==> src/rtl/addsub_pkg.sv <==
// Shared definitions for the chunked sequential adder/subtractor:
// the controller state encoding and the default datapath geometry.
package addsub_pkg;

  // Default operand/result width and the number of bits handled per RUN cycle.
  localparam int DEF_WIDTH = 32;
  localparam int DEF_CHUNK = 8;

  // Controller states: waiting for a request, stepping through chunks,
  // presenting the result until the consumer takes it.
  typedef enum logic [1:0] {
    IDLE = 2'd0,
    RUN  = 2'd1,
    DONE = 2'd2
  } state_t;

endpackage

==> src/rtl/addsub_seq_if.sv <==
// Request/response bundle for addsub_seq. The master side issues operands
// and accepts results; the slave side is the arithmetic block itself.
interface addsub_seq_if import addsub_pkg::*; #(
  parameter int WIDTH = DEF_WIDTH
);

  // Request channel
  logic             in_valid;
  logic             in_ready;
  logic [WIDTH-1:0] x;
  logic [WIDTH-1:0] y;
  logic             sub;
  logic             sat;

  // Response channel
  logic             out_valid;
  logic             out_ready;
  logic [WIDTH-1:0] s;
  logic             cout;
  logic             overflow;
  logic             zero;
  logic             neg;

  modport master (
    output in_valid, x, y, sub, sat, out_ready,
    input  in_ready, out_valid, s, cout, overflow, zero, neg
  );

  modport slave (
    input  in_valid, x, y, sub, sat, out_ready,
    output in_ready, out_valid, s, cout, overflow, zero, neg
  );

endinterface

==> src/rtl/addsub_chunk.sv <==
// Combinational CHUNK-bit ripple adder. Besides the carry out of the top
// bit it exposes the carry into the top bit, which the parent XORs with
// cout to detect signed overflow on the most significant chunk.
module addsub_chunk #(
  parameter int CHUNK = 8
) (
  input  logic [CHUNK-1:0] a,
  input  logic [CHUNK-1:0] b,
  input  logic             cin,
  output logic [CHUNK-1:0] sum,
  output logic             cout,
  output logic             c_msb_in
);

  // Ripple the carry bit by bit, tapping it just before the top position.
  always_comb begin
    logic c;
    // NOTE: every output is assigned a default before the loop, so no path
    // leaves a value unassigned and no latch is inferred.
    sum      = '0;
    c_msb_in = 1'b0;
    c        = cin;
    for (int i = 0; i < CHUNK; i++) begin
      if (i == CHUNK - 1) begin
        c_msb_in = c;
      end
      sum[i] = a[i] ^ b[i] ^ c;
      c      = (a[i] & b[i]) | (c & (a[i] ^ b[i]));
    end
    cout = c;
  end

endmodule

==> src/rtl/addsub_seq.sv <==
// Sequential two's-complement adder/subtractor. A request is captured in
// IDLE, the sum is built CHUNK bits per cycle in RUN through one shared
// chunk adder, and the final result plus flags are held in DONE until the
// consumer accepts them. WIDTH must be a multiple of CHUNK.
module addsub_seq import addsub_pkg::*; #(
  parameter int WIDTH = DEF_WIDTH,
  parameter int CHUNK = DEF_CHUNK
) (
  input  logic         clk,
  input  logic         rst,
  addsub_seq_if.slave  bus
);

  localparam int NCHUNK = WIDTH / CHUNK;
  localparam int IDX_W  = (NCHUNK > 1) ? $clog2(NCHUNK) : 1;
  localparam logic [IDX_W-1:0] LAST_IDX = IDX_W'(NCHUNK - 1);

  state_t           state;
  logic [IDX_W-1:0] idx;
  logic             carry;
  logic [WIDTH-1:0] x_q;
  logic [WIDTH-1:0] y_q;      // already inverted for subtraction
  logic             sat_q;
  logic [WIDTH-1:0] work;     // partial sum, separate from the visible result

  // Visible result registers; they keep the previous answer during RUN.
  logic [WIDTH-1:0] s_q;
  logic             cout_q;
  logic             ovf_q;
  logic             zero_q;
  logic             neg_q;

  // Chunk adder hookup and end-of-operation result assembly.
  int               base;
  logic [CHUNK-1:0] c_sum;
  logic             c_cout;
  logic             c_msb_in;
  logic             ovf_now;
  logic [WIDTH-1:0] full_sum;
  logic [WIDTH-1:0] sat_val;
  logic [WIDTH-1:0] final_s;

  addsub_chunk #(.CHUNK(CHUNK)) u_chunk (
    .a        (x_q[base +: CHUNK]),
    .b        (y_q[base +: CHUNK]),
    .cin      (carry),
    .sum      (c_sum),
    .cout     (c_cout),
    .c_msb_in (c_msb_in)
  );

  // Merge the chunk being added this cycle into the partial sum and apply
  // saturation; only consumed on the last RUN cycle.
  always_comb begin
    base                     = 32'(idx) * CHUNK;
    full_sum                 = work;
    full_sum[base +: CHUNK]  = c_sum;
    ovf_now                  = c_cout ^ c_msb_in;
    // Clamp toward the sign of x: positive overflow only happens for x >= 0.
    sat_val  = x_q[WIDTH-1] ? {1'b1, {(WIDTH-1){1'b0}}}
                            : {1'b0, {(WIDTH-1){1'b1}}};
    final_s  = (sat_q && ovf_now) ? sat_val : full_sum;
  end

  // Controller and datapath state; reset abandons any operation in flight.
  always_ff @(posedge clk or posedge rst) begin
    if (rst) begin
      state  <= IDLE;
      idx    <= '0;
      carry  <= 1'b0;
      x_q    <= '0;
      y_q    <= '0;
      sat_q  <= 1'b0;
      work   <= '0;
      s_q    <= '0;
      cout_q <= 1'b0;
      ovf_q  <= 1'b0;
      zero_q <= 1'b0;
      neg_q  <= 1'b0;
    end else begin
      // NOTE: state registers use non-blocking assignments so every flop
      // samples pre-edge values regardless of statement order.
      case (state)
        IDLE: begin
          if (bus.in_valid) begin
            x_q   <= bus.x;
            y_q   <= bus.sub ? ~bus.y : bus.y;
            sat_q <= bus.sat;
            carry <= bus.sub;   // +1 completes the two's-complement negate
            idx   <= '0;
            state <= RUN;
          end
        end
        RUN: begin
          work[base +: CHUNK] <= c_sum;
          carry               <= c_cout;
          if (idx == LAST_IDX) begin
            idx    <= '0;
            s_q    <= final_s;
            cout_q <= c_cout;
            ovf_q  <= ovf_now;
            zero_q <= (final_s == '0);
            neg_q  <= final_s[WIDTH-1];
            state  <= DONE;
          end else begin
            idx <= idx + 1'b1;
          end
        end
        DONE: begin
          if (bus.out_ready) begin
            state <= IDLE;
          end
        end
        default: state <= IDLE;
      endcase
    end
  end

  assign bus.in_ready  = (state == IDLE);
  assign bus.out_valid = (state == DONE);
  assign bus.s         = s_q;
  assign bus.cout      = cout_q;
  assign bus.overflow  = ovf_q;
  assign bus.zero      = zero_q;
  assign bus.neg       = neg_q;

endmodule

==> src/flat_wrapper.sv <==
// flat-port wrapper written by rule: the top's interface ports become plain ports
module addsub_seq_flat import addsub_pkg::*;
#(
  parameter int WIDTH = DEF_WIDTH,
  parameter int CHUNK = DEF_CHUNK
)
  (clk, rst, bus_in_valid, bus_x, bus_y, bus_sub, bus_sat, bus_out_ready, bus_in_ready, bus_out_valid, bus_s, bus_cout, bus_overflow, bus_zero, bus_neg);
  addsub_seq_if #(.WIDTH(WIDTH)) bus_i ();
  input  logic clk;
  input  logic rst;
  input wire logic [$bits(bus_i.in_valid)-1:0] bus_in_valid;
  input wire logic [$bits(bus_i.x)-1:0] bus_x;
  input wire logic [$bits(bus_i.y)-1:0] bus_y;
  input wire logic [$bits(bus_i.sub)-1:0] bus_sub;
  input wire logic [$bits(bus_i.sat)-1:0] bus_sat;
  input wire logic [$bits(bus_i.out_ready)-1:0] bus_out_ready;
  output wire logic [$bits(bus_i.in_ready)-1:0] bus_in_ready;
  output wire logic [$bits(bus_i.out_valid)-1:0] bus_out_valid;
  output wire logic [$bits(bus_i.s)-1:0] bus_s;
  output wire logic [$bits(bus_i.cout)-1:0] bus_cout;
  output wire logic [$bits(bus_i.overflow)-1:0] bus_overflow;
  output wire logic [$bits(bus_i.zero)-1:0] bus_zero;
  output wire logic [$bits(bus_i.neg)-1:0] bus_neg;
  assign bus_i.in_valid = bus_in_valid;
  assign bus_i.x = bus_x;
  assign bus_i.y = bus_y;
  assign bus_i.sub = bus_sub;
  assign bus_i.sat = bus_sat;
  assign bus_i.out_ready = bus_out_ready;
  assign bus_in_ready = bus_i.in_ready;
  assign bus_out_valid = bus_i.out_valid;
  assign bus_s = bus_i.s;
  assign bus_cout = bus_i.cout;
  assign bus_overflow = bus_i.overflow;
  assign bus_zero = bus_i.zero;
  assign bus_neg = bus_i.neg;
  addsub_seq #(.WIDTH(WIDTH), .CHUNK(CHUNK)) u_core (.clk(clk), .rst(rst), .bus(bus_i));
endmodule
==> config.mk <==
export PLATFORM = sky130hd
export DESIGN_NAME = addsub_seq_flat
export DESIGN_NICKNAME = d
export VERILOG_FILES = /design/src/rtl/addsub_pkg.sv /design/src/rtl/addsub_seq_if.sv /design/src/rtl/addsub_chunk.sv /design/src/rtl/addsub_seq.sv /design/src/flat_wrapper.sv
export SDC_FILE = /design/constraint.sdc
export NUM_CORES = 1
export LEC_CHECK = 0
export ABC_AREA = 1
export BUFFER_PORTS_ARGS = -buffer_cell sky130_fd_sc_hd__buf_2
export CORE_AREA = 5 5 172 174
export CTS_BUF_LIST = sky130_fd_sc_hd__clkbuf_16
export CTS_CLUSTER_SIZE = 16
export DETAILED_ROUTE_END_ITERATION = 7
export DIE_AREA = 0 0 177 179
export PLACE_DENSITY = 0.42
export SLEW_MARGIN = 20
export SYNTH_ARGS = -nofsm -noshare
export SYNTH_HDL_FRONTEND = slang
export SYNTH_SLANG_ARGS = --single-unit
==> constraint.sdc <==
create_clock -name clk -period 6.25 [get_ports clk]
set_input_delay 0.9375 -clock clk [delete_from_list [all_inputs] [get_ports clk]]
set_output_delay 0.9375 -clock clk [all_outputs]
set_load 0.01 [all_outputs]
==> results of run 1 <==
## per-stage QoR
step           utilization (%)  setup WS, ns  hold WS (ns)  instance area, sq um  instances
5_1_grt                   30.0         0.148         0.479                  8280       1292
3_3_place_gp              27.8         0.739         0.454                  7670       1261
3_5_place_dp              27.8         0.606         0.453                  7670       1261
4_1_cts                   30.0         0.571         0.469                  8280       1292
6_report                  30.0         0.644         0.467                  8280       1292
2_1_floorplan                -          1.14         0.444                  6840        816
## flip-flops by register name (all words and copies together) (netlist names)
signal and count:
u_core.bus.overflow 1, u_core.carry 1, u_core.work 32, u_core.x_q 32
u_core.idx 2, u_core.y_q 32, u_core.bus.s 32, u_core.state 2
u_core.bus.zero 1, u_core.sat_q 1, u_core.bus.cout 1
## metal layers
layer / vias up / wire (um) / GRT usage, %
li1: 2824 / - / -
met1: 2586 / 9690 / 17.6
met2: 110 / 9330 / 21.3
met3: 18 / 625 / 2.89
met4: 0 / 329 / 3.80
met5: - / 0 / 0
## worst max-delay path: stages (launching register included)
cell and delay (ns):
dfrtp_2 0.61, inv_2 0.23, nand2_1 0.08, a32o_1 0.23
fa_1 0.38, fa_1 0.40, fa_1 0.39, fa_1 0.41
fa_1 0.37, inv_1 0.07, fa_1 0.15, inv_1 0.05
fa_1 0.43, inv_1 0.10, fa_1 0.25, xnor2_2 0.16
nand2_2 0.37, nand2_1 0.25, nand2_1 0.07, nor2_1 0.10
nand2_1 0.09, nor2_1 0.18, nand3_1 0.09, nand2_1 0.07
## cells in the final DEF, fill, tap and decap left out, drive strengths merged, types with 8 or more instances in the layout
cell / Yosys / final
a21oi: 14 / 14
a31oi: 20 / 20
o21ai: 77 / 77
clkbuf: 19 / 17
dfrtp: 137 / 137
inv: 40 / 45
fa: 8 / 8
nor2: 73 / 73
a2bb2oi: 29 / 29
nand2: 289 / 289
nand3: 25 / 25
xnor2: 33 / 33
buf: 29 / 115
## cell families (layout without fill, tap and decap cells)
kind of cell	Yosys count	count (layout)
AOI/OAI and AO/OA	153	153
xor gates and xnor gates	33	33
adders and majority gates	14	14
buffers and inverters	89	187
DFF	137	137
and+or+nand+nor	390	390
## synth_stat cells (all sizes together)
library cell / number / share of area, %
nand2: 289 / 16
dfrtp: 137 / 50
o21ai: 77 / 5.6
nor2: 73 / 4.3
inv: 40 / 2.2
xnor2: 33 / 4.3
a2bb2oi: 29 / 3.7
buf: 29 / 2.7
nand3: 25 / 1.8
a31oi: 20 / 1.8
clkbuf: 19 / 1.0
a21oi: 14 / 1.0
fa: 8 / 2.3
a32o: 6 / 0.88
ha: 6 / 1.1
o22ai: 5 / 0.46
nand3b: 2 / 0.22
a22oi: 1 / 0.11
clkinv: 1 / 0.055
nor3: 1 / 0.073
o31ai: 1 / 0.11
## power by group through the flow
stage	registers, mW	logic (mW)	clock network, mW
global route	1.65	3.02	1.12
detailed placement	1.61	2.68	0
global placement	1.63	2.65	0
finish	1.59	2.65	1.06
floorplan	1.56	1.90	0
CTS	1.60	2.69	1.08
## cell type report
class	count	share of cell area [%]
clock buffers	17	5.14
clock inverters	14	2.25
inverters	41	1.92
multi-input cells	590	36.2
flip-flops and latches	137	41.4
well taps	378	5.71
repair buffers	115	7.34
## worst max-delay path by stage
| stage | end | from | slack [ns] | depth (start not counted) |
|---|---|---|---|---|
| 2_1_floorplan | u_core.bus.zero | u_core.idx[0] | 1.14 | 27 |
| 3_3_place_gp | u_core.bus.zero | u_core.idx[0] | 0.74 | 23 |
| 3_5_place_dp | u_core.bus.zero | u_core.idx[0] | 0.61 | 23 |
| 4_1_cts | u_core.bus.zero | u_core.idx[0] | 0.57 | 23 |
| 5_1_grt | u_core.bus.zero | u_core.idx[0] | 0.15 | 23 |
| 6_report | u_core.bus.zero | u_core.idx[0] | 0.64 | 23 |
==> reports/qor.log, run 1 <==
[run_status] result of the run finished, final reports clean
[setup_path] logic depth of the worst register-to-register path 23
[setup_path] CP required 6.61 ns
[drt] final routed DRC violation total 0
[synth] Post-Syn Nets 900
[floorplanning] area enclosed by the die boundary 31700 sq um
[drt] remaining antenna violation count after routing 0
[synth] multiplexer share of the synthesized area 0%
[synth] fraction of the mapped netlist area in simple logic gates 22.3%
[layout] area of the multi-input gates 3000 sq um
[clock_tree] hold bufs inserted after CTS 0
[synth] combined area of all synthesized cells 6840 sq um
[setup_path] FF-to-FF End u_core.bus.zero
[floorplanning] horizontal die dimension 177 um
[setup_path] maximum fanout along the worst path 35
[floorplanning] Placeable Area 27600 sq um
[grt] Overflow after GRT 0
[hold_path] Worst Hold Endpoint u_core.bus.overflow
[floorplanning] die height 179 um
[layout] count of filler cells inserted in the layout 3052
[grt] number of antenna violations at the first check in global routing 0
[power] sw power 2.41 mW
[layout] Inserted Diodes 0
[clock_tree] Max Buffers Root-to-Sink 2
[power] switching part of the total 45.5%
[timing] part of the cycle the worst path needs 89.7%
[clock_tree] clock tree from TritonCTS done
[clock_tree] post-CTS setup buffer count 0
[timing] crit path time final 5.61 ns
[drt] Pre-Repair DR Iteration Count 6
[hold_path] min-delay worst type reg -> reg
[synth] compound-gate portion of the synthesized area 13.8%
[power] part of the total power dissipated in the clock network 19.9%
[power] power density relative to cell area 639 nW/um^2
[floorplanning] Site Rows 61
[synth] share of the yosys chip area belonging to registers 50.1%
[clock_tree] maximum level of the CTS H-tree 4
[grt] first-pass GRT wire length 32100 um
[clock_tree] number of CTS-inserted buffers 17
[synth] count of cell types in the netlist 30
[power] cell internal power dissipation 2.88 mW
[timing] Max-slew headroom 39.5%
[power] leakage power of the design 3.98 nW
[power] Worst VDD drop 0.248 mV
[setup_path] Setup crit end kind register
[synth] count of warnings emitted by yosys 0
[drt] via-per-instance ratio 4.29
[clock_tree] worst-skew pair later-pin latency 0.43 ns
[drt] total number of vias 5538
[drt] number of DRC markers in iteration 0 358
[setup_path] source of the worst register-to-register timing path u_core.idx[0]
[setup_path] type of the worst setup path reg -> reg
[drt] Avg WL per Cell 15.5 um
[floorplanning] I/O Pins 108
[floorplanning] starting utilization of the core area 24.7%
[synth] Avg Synthesized Cell Area 8.38 sq um
[run] # Max-Cap Violations 0
[power] overall power after layout 5.30 mW
[timing] final count of pins violating max slew 0
[clock_tree] number of cells upsized or downsized after cts 0
[drt] final wirelength 20000 um
[place] Final Wtd Congestion 0.785
[grt] via count of the first global-routing pass 5802
[hold_path] worst hold start u_core.bus.overflow
[timing] Fmax achieved 178 MHz
[clock_tree] cell at the root of the clock tree clkbuf_16
[timing] setup repair after global routing missed its margin false
[hold_path] hold depth 2
[setup_path] critical path startpoint category register
[timing] total count of hold-check failures in the final report 0
[clock_tree] post-CTS clock slew at the launch and capture registers of the worst setup and hold paths 0.06 ns
[layout] fraction of final layout cells sized beyond drive strength 1 17.3%
[clock_tree] TritonCTS sink count 137
[power] part of the total power dissipated in sequential elements 30.1%
[layout] sequential cell area 3430 sq um
[setup_path] arrival time worst endpoint 5.97 ns
[grt] maximum number of pins on one net before global-route repair 83
[place] Detailed Place HPWL 14500 um
[timing] total setup violations reported at the end of the flow 0
[layout] signed area change from the synthesized netlist to the final layout 21.1%
[synth] xor-xnor portion of the synthesized cell area 4.34%
[synth] synthesized instance count 816
[timing] slew at the pin with the worst max-slew slack 0.908 ns
[grt] overall track demand over capacity in global routing 13.1%
[layout] nets 986
[power] combinational share of power 50.0%
[synth] flip-flop and latch count after synthesis 137
[timing] Layout Skew 0.0191 ns
[timing] Setup TNS Final 0 ns
[setup_path] FF-to-FF setup slack 0.64 ns
[place] total of buffers placed on input and output ports 107
[synth] fraction of the mapped netlist area in adder cells 3.44%
[synth] dominant combinational cell family by area after synthesis simple AND/OR/NAND/NOR gates
No activity file was read; power rests on OpenSTA's default activity.
==> inputs of run 2 (changes only) <==
--- a/config.mk
+++ b/config.mk
@@ -5,14 +5,14 @@
 export SDC_FILE = /design/constraint.sdc
 export NUM_CORES = 1
 export LEC_CHECK = 0
-export ABC_AREA = 1
 export BUFFER_PORTS_ARGS = -buffer_cell sky130_fd_sc_hd__buf_2
-export CORE_AREA = 5 5 172 174
+export CORE_AREA = 5 5 171 173
 export CTS_BUF_LIST = sky130_fd_sc_hd__clkbuf_16
 export CTS_CLUSTER_SIZE = 16
 export DETAILED_ROUTE_END_ITERATION = 7
-export DIE_AREA = 0 0 177 179
+export DIE_AREA = 0 0 176 178
 export PLACE_DENSITY = 0.42
+export SETUP_SLACK_MARGIN = 0.5
 export SLEW_MARGIN = 20
 export SYNTH_ARGS = -nofsm -noshare
 export SYNTH_HDL_FRONTEND = slang
==> constraint.sdc (replaced) <==
create_clock -name clk -period 6.25 [get_ports clk]
set_input_delay 0.9375 -clock clk [delete_from_list [all_inputs] [get_ports clk]]
set_output_delay 0.9375 -clock clk [all_outputs]
set_load 0.1 [all_outputs]
==> reports/qor.log, run 2 <==
[clock_tree] post-CTS setup buffer count 0 [unchanged]
[grt] routing usage on met1 17.5% [-0.097 points]
[setup_path] Setup crit end kind register
[grt] met3 Usage GRT 2.61% [-0.28 points]
[synth] cell types with the largest area share after synthesis dfrtp_1, nand2_1, o21ai_0
[grt] via count of the first global-routing pass 5438 [-6.3%]
[synth] count of cell types in the netlist 48 [+60%]
[hold_path] min-delay worst type reg -> reg
[clock_tree] number of cells upsized or downsized after cts 0 [unchanged]
[layout] most frequent standard cell in the layout excluding fill and tap cells nand2_1
[timing] part of the cycle the worst path needs 88.5% [-1.2 points]
[timing] Layout Skew 0.0110 ns [-0.00804 ns]
[floorplanning] Placeable Area 27500 sq um [-0.55%]
[clock_tree] cell at the root of the clock tree clkbuf_16
[synth] most common flop cell mapped by yosys dfrtp_1
[setup_path] logic depth of the worst register-to-register path 18 [-22%]
[place] Detailed Place HPWL 13700 um [-5.7%]
[floorplanning] area enclosed by the die boundary 31300 sq um [-1.1%]
[synth] Avg Synthesized Cell Area 9.70 sq um [+16%]
[drt] Avg WL per Cell 16.8 um [+8.9%]
[layout] fraction of final layout cells sized beyond drive strength 1 22.8% [+5.5 points]
[layout] count of filler cells inserted in the layout 2941 [-3.6%]
[setup_path] startpoint of the worst setup timing path u_core.idx[0]
[grt] Overflow after GRT 0 [unchanged]
[setup_path] critical path startpoint category register
[setup_path] FF-to-FF End u_core.bus.zero
[synth] most frequently used cell type in the post-synthesis netlist nand2_1
[grt] GR peak layer met2
[timing] Max-slew headroom 34.0% [-5.5 points]
[layout] signed area change from the synthesized netlist to the final layout 21.6%
[drt] total number of vias 5120 [-7.5%]
[timing] Fmax achieved 181 MHz [+1.3%]
[setup_path] CP required 6.57 ns [-0.04 ns]
[clock_tree] post-CTS clock slew at the launch and capture registers of the worst setup and hold paths 0.06 ns [about the same]
[synth] flip-flop and latch count after synthesis 137 [unchanged]
[clock_tree] worst-skew pair later-pin latency 0.43 ns [about the same]
[setup_path] maximum fanout along the worst path 4 [-89%]
[grt] maximum number of pins on one net before global-route repair 100 [+20%]
[place] total of buffers placed on input and output ports 107 [unchanged]
[clock_tree] maximum level of the CTS H-tree 4 [unchanged]
[synth] combined area of all synthesized cells 6770 sq um [-0.93%]
[drt] final routed DRC violation total 0 [unchanged]
[layout] nets 871 [-12%]
[clock_tree] hold bufs inserted after CTS 0 [unchanged]
[run] # Max-Cap Violations 0 [unchanged]
[clock_tree] Max Buffers Root-to-Sink 2 [unchanged]
[timing] setup repair after global routing missed its margin false
[drt] final wirelength 19300 um [-3.4%]
[floorplanning] die height 178 um [-0.56%]
[layout] most frequent cells in the layout nand2_1, dfrtp_1, buf_2
[synth] Post-synth EDFFs 0 [unchanged]
[drt] number of DRC markers in iteration 0 269 [-25%]
[grt] overall track demand over capacity in global routing 12.8% [-0.31 points]
[synth] ranking of synthesized cells by instance count nand2_1, dfrtp_1, o21ai_0, clkbuf_1, inv_1
[grt] number of antenna violations at the first check in global routing 0 [unchanged]
[floorplanning] horizontal die dimension 176 um [-0.56%]
[floorplanning] I/O Pins 108 [unchanged]
[place] Final Wtd Congestion 0.804 [+2.4%]
[setup_path] FF-to-FF setup slack 0.72 ns [+0.07 ns]
[grt] Global Route met2 Usage 20.4% [-0.88 points]
[layout] Inserted Diodes 0 [unchanged]
[drt] remaining antenna violation count after routing 0 [unchanged]
[timing] slew at the pin with the worst max-slew slack 0.991 ns [+0.0827 ns]
[clock_tree] clock tree from TritonCTS done
[timing] total setup violations reported at the end of the flow 0 [unchanged]
[run_status] result of the run finished, final reports clean
[drt] via-per-instance ratio 4.47 [+4.2%]
[setup_path] arrival time worst endpoint 5.86 ns [-0.11 ns]
[setup_path] type of the worst setup path reg -> reg
[clock_tree] TritonCTS sink count 137 [unchanged]
[synth] Post-Syn Nets 782 [-13%]
[timing] final count of pins violating max slew 0 [unchanged]
[clock_tree] number of CTS-inserted buffers 17 [unchanged]
[synth] area share of the leading cell type in the synthesized netlist 50.6% [+0.47 points]
[setup_path] source of the worst register-to-register timing path u_core.idx[0]
[synth] share of the yosys chip area belonging to registers 50.6% [+0.47 points]
[synth] count of warnings emitted by yosys 0 [unchanged]
[synth] synthesized instance count 698 [-14%]
[setup_path] Worst Setup EP u_core.bus.zero
[timing] crit path time final 5.53 ns [-0.0731 ns]
[timing] total count of hold-check failures in the final report 0 [unchanged]
[drt] Pre-Repair DR Iteration Count 4 [-2]
[synth] fraction of registers with async set or reset after synthesis 100% [unchanged]
[synth] post-synthesis cell type with the largest combined area dfrtp_1
[timing] Setup TNS Final 0 ns [unchanged]
[floorplanning] starting utilization of the core area 24.7% [-0.095 points]
[grt] first-pass GRT wire length 31000 um [-3.4%]
[floorplanning] Site Rows 61 [unchanged]
## run 2: worst min-delay path by stage
stage / from / slack, ns / cells past startpoint / endpoint
2_1_floorplan: u_core.x_q[16] / 0.44 / 2 / u_core.x_q[16]
3_3_place_gp: u_core.work[28] / 0.45 / 2 / u_core.work[28]
3_5_place_dp: u_core.bus.s[19] / 0.46 / 1 / u_core.bus.s[19]
4_1_cts: u_core.bus.s[19] / 0.48 / 1 / u_core.bus.s[19]
5_1_grt: u_core.bus.s[1] / 0.49 / 2 / u_core.bus.s[1]
6_report: u_core.bus.s[1] / 0.47 / 2 / u_core.bus.s[1]
## run 2: area by class of cell
| type | count | area [sq um] | share of cell area [%] |
|---|---|---|---|
| inverter | 34 | 133 | 1.61 |
| multi-input combinational | 480 | 3040 | 36.9 |
| sequential | 137 | 3430 | 41.6 |
| tap | 346 | 433 | 5.26 |
| clock inverter | 15 | 164 | 1.99 |
| clock buffer | 17 | 425 | 5.16 |
| timing repair buffer | 117 | 611 | 7.41 |
## run 2: logic make-up (layout without fill, tap and decap cells)
group	Yosys count	after routing	synth area share [%]
buffers and inverters	81	183	4.64
DFF	137	137	50.6
xor gates and xnor gates	33	33	4.27
and+or+nand+nor	250	250	15.9
AOI/OAI and AO/OA	158	158	14.3
muxes	25	25	6.80
adders and majority gates	14	14	3.47
## run 2: metrics by stage
stage	setup slack (ns)	util (%)	instance area, sq um	hold slack (ns)	instances
after floorplan	0.501	-	6800	0.440	698
after global placement	0.668	27.8	7640	0.454	1114
after detailed placement	0.624	27.8	7640	0.461	1114
after CTS	0.596	29.9	8230	0.475	1146
after global routing	0.528	30.0	8240	0.487	1146
final	0.717	30.0	8240	0.471	1146
## run 2: critical path, stage by stage, from the launching register on
cell      delay, ns
dfrtp_2        0.43
mux4_2         0.33
inv_1          0.05
fa_1           0.41
fa_1           0.39
fa_1           0.38
fa_1           0.40
fa_1           0.37
inv_1          0.08
fa_1           0.16
inv_1          0.05
fa_2           0.36
inv_1          0.08
fa_2           0.48
nor4bb_1       0.16
mux2_2         0.30
a311o_1        0.27
or4_1          0.51
o41ai_2        0.21
## run 2: routing by layer
layer,wire [um],share of wire (%)
met3,803,4.2
met5,0,0
met1,9110,47
met2,9140,47
met4,230,1.2
Power of run 2 is not shown: default switching activity piles up to over one toggle a cycle in this logic, so the estimate is an artifact.
==> inputs of run 3 (changes only) <==
--- a/config.mk
+++ b/config.mk
@@ -11,7 +11,7 @@
 export CTS_CLUSTER_SIZE = 16
 export DETAILED_ROUTE_END_ITERATION = 7
 export DIE_AREA = 0 0 176 178
-export PLACE_DENSITY = 0.42
+export REMOVE_ABC_BUFFERS = 1
 export SETUP_SLACK_MARGIN = 0.5
 export SLEW_MARGIN = 20
 export SYNTH_ARGS = -nofsm -noshare
==> reports/qor.log, run 3 (synthesis gave the netlist of run 2 again) <==
[run_status] result of the run finished, final reports clean
[clock_tree] Max Buffers Root-to-Sink 2 [unchanged]
[layout] signed area change from the synthesized netlist to the final layout 21.9%
[timing] slew at the pin with the worst max-slew slack 0.976 ns [-0.0147 ns]
[layout] most frequent cells in the layout nand2_1, dfrtp_1, buf_2
[drt] Avg WL per Cell 15.5 um [-8.0%]
[layout] most frequent standard cell in the layout excluding fill and tap cells nand2_1
[clock_tree] clock tree from TritonCTS done
[drt] total number of vias 5168 [+0.94%]
[timing] Max-slew headroom 34.9% [+0.98 points]
[timing] part of the cycle the worst path needs 88.8% [+0.22 points]
[grt] overall track demand over capacity in global routing 11.7% [-1.1 points]
[layout] nets 872 [+0.11%]
[floorplanning] Placeable Area 27500 sq um [unchanged]
[timing] total count of hold-check failures in the final report 0 [unchanged]
[floorplanning] horizontal die dimension 176 um [unchanged]
[drt] Pre-Repair DR Iteration Count 5 [+1]
[setup_path] Setup crit end kind register
[grt] first-pass GRT wire length 28700 um [-7.3%]
[clock_tree] TritonCTS sink count 137 [unchanged]
[drt] via-per-instance ratio 4.51 [+0.85%]
[run] # Max-Cap Violations 0 [unchanged]
[clock_tree] post-CTS clock slew at the launch and capture registers of the worst setup and hold paths 0.06 ns [about the same]
[place] Final Wtd Congestion 0.821 [+2.1%]
[setup_path] type of the worst setup path reg -> reg
[floorplanning] Site Rows 61 [unchanged]
[timing] crit path time final 5.55 ns [+0.0141 ns]
[drt] remaining antenna violation count after routing 0 [unchanged]
[clock_tree] worst-skew pair later-pin latency 0.42 ns [about the same]
[timing] setup ws final 0.703 ns [-0.0141 ns]
[setup_path] cells traversed along the worst timing path mux4_2 -> inv_1 -> fa_1 -> fa_1 -> fa_2 -> fa_1 -> fa_1 -> inv_1 -> fa_1 -> inv_1 -> fa_2 -> inv_1 -> fa_2 -> nor4bb_1 -> mux2_2 -> a311o_1 -> or4_1 -> o41ai_2
[drt] number of DRC markers in iteration 0 387 [+44%]
[grt] Overflow after GRT 0 [unchanged]
[clock_tree] number of CTS-inserted buffers 17 [unchanged]
[setup_path] Worst path max stage delay 0.52 ns [about the same]
[place] Detailed Place HPWL 12600 um [-7.8%]
[drt] final routed DRC violation total 0 [unchanged]
[clock_tree] post-CTS setup buffer count 0 [unchanged]
[grt] number of antenna violations at the first check in global routing 0 [unchanged]
[hold_path] min-delay worst type reg -> reg
[grt] via count of the first global-routing pass 5126 [-5.7%]
[setup_path] slowest stage cell on the critical path or4_1
[clock_tree] cell at the root of the clock tree clkbuf_16
[floorplanning] I/O Pins 108 [unchanged]
[layout] Inserted Diodes 0 [unchanged]
[floorplanning] die height 178 um [unchanged]
[timing] Setup TNS Final 0 ns [unchanged]
[timing] Fmax achieved 180 MHz [-0.25%]
[layout] fraction of final layout cells sized beyond drive strength 1 23.0% [+0.22 points]
[timing] Layout Skew 0.00759 ns [-0.00345 ns]
[setup_path] maximum fanout along the worst path 5 [+1]
[setup_path] cell repeated most along the worst path fa_1
[timing] total setup violations reported at the end of the flow 0 [unchanged]
[setup_path] CP required 6.56 ns [about the same]
[setup_path] critical path startpoint category register
[floorplanning] area enclosed by the die boundary 31300 sq um [unchanged]
[floorplanning] starting utilization of the core area 24.7% [unchanged]
[grt] maximum number of pins on one net before global-route repair 100 [unchanged]
[timing] setup repair after global routing missed its margin false
[drt] final wirelength 17800 um [-7.9%]
[place] pre-CTS WS 0.581 ns [-0.0429 ns]
[clock_tree] maximum level of the CTS H-tree 4 [unchanged]
[setup_path] arrival time worst endpoint 5.86 ns [about the same]
[place] total of buffers placed on input and output ports 107 [unchanged]
[timing] final count of pins violating max slew 0 [unchanged]
-- run 3: per-layer routing --
layer	global-route usage, %	share of wire (%)	vias to the layer above
met5	0	0	-
met2	17.7	46	148
met1	16.6	48	2460
met3	3.05	5.0	17
met4	3.02	1.3	0
li1	-	-	2543
-- run 3: stage by stage --
| stage | instance area (sq um) | hold WS (ns) | utilization [%] | std cells |
|---|---|---|---|---|
| 6_report | 8260 | 0.469 | 30.1 | 1147 |
| 5_1_grt | 8260 | 0.486 | 30.1 | 1147 |
| 4_1_cts | 8250 | 0.473 | 30.0 | 1147 |
| 3_5_place_dp | 7650 | 0.458 | 27.8 | 1115 |
| 3_3_place_gp | 7650 | 0.457 | 27.8 | 1115 |
| 2_1_floorplan | 6590 | 0.440 | - | 651 |
-- run 3: worst paths after layout --
kind	start	end	slack [ns]	cells past startpoint
worst max-delay path	u_core.idx[0]	u_core.bus.zero	0.70	18
worst min-delay path	u_core.bus.s[28]	u_core.bus.s[28]	0.47	1
worst max register to register	u_core.idx[0]	u_core.bus.zero	0.70	18
worst min register to register	u_core.bus.s[28]	u_core.bus.s[28]	0.47	1
max in group asynchronous	rst	u_core.bus.s[15]	4.30	3
min in group asynchronous	rst	u_core.state[1]	0.62	2
-- run 3: final cells by class --
class	instances	area, sq um
flip-flops and latches	137	3430
multi-input cells	480	3040
inverters	34	133
repair buffers	118	618
clock buffers	17	425
fillers	2908	19200
well taps	346	433
clock inverters	15	176
-- run 3: worst max-delay path: cells and delay by family (launching register included) --
family          cells  cell delay, ns
buf+inv             4            0.28
mux                 2            0.64
compound gates      2            0.50
fa+ha+maj           8            2.89
flops               1            0.44
simple gates        2            0.69
-- run 3: what timing repair did --
item                       CTS  global route
hold buffers                 0             0
setup endpoints to repair    0            14
hold endpoints to repair     0             0
resized for setup            0             5
Power of run 3 is left out for the same reason.
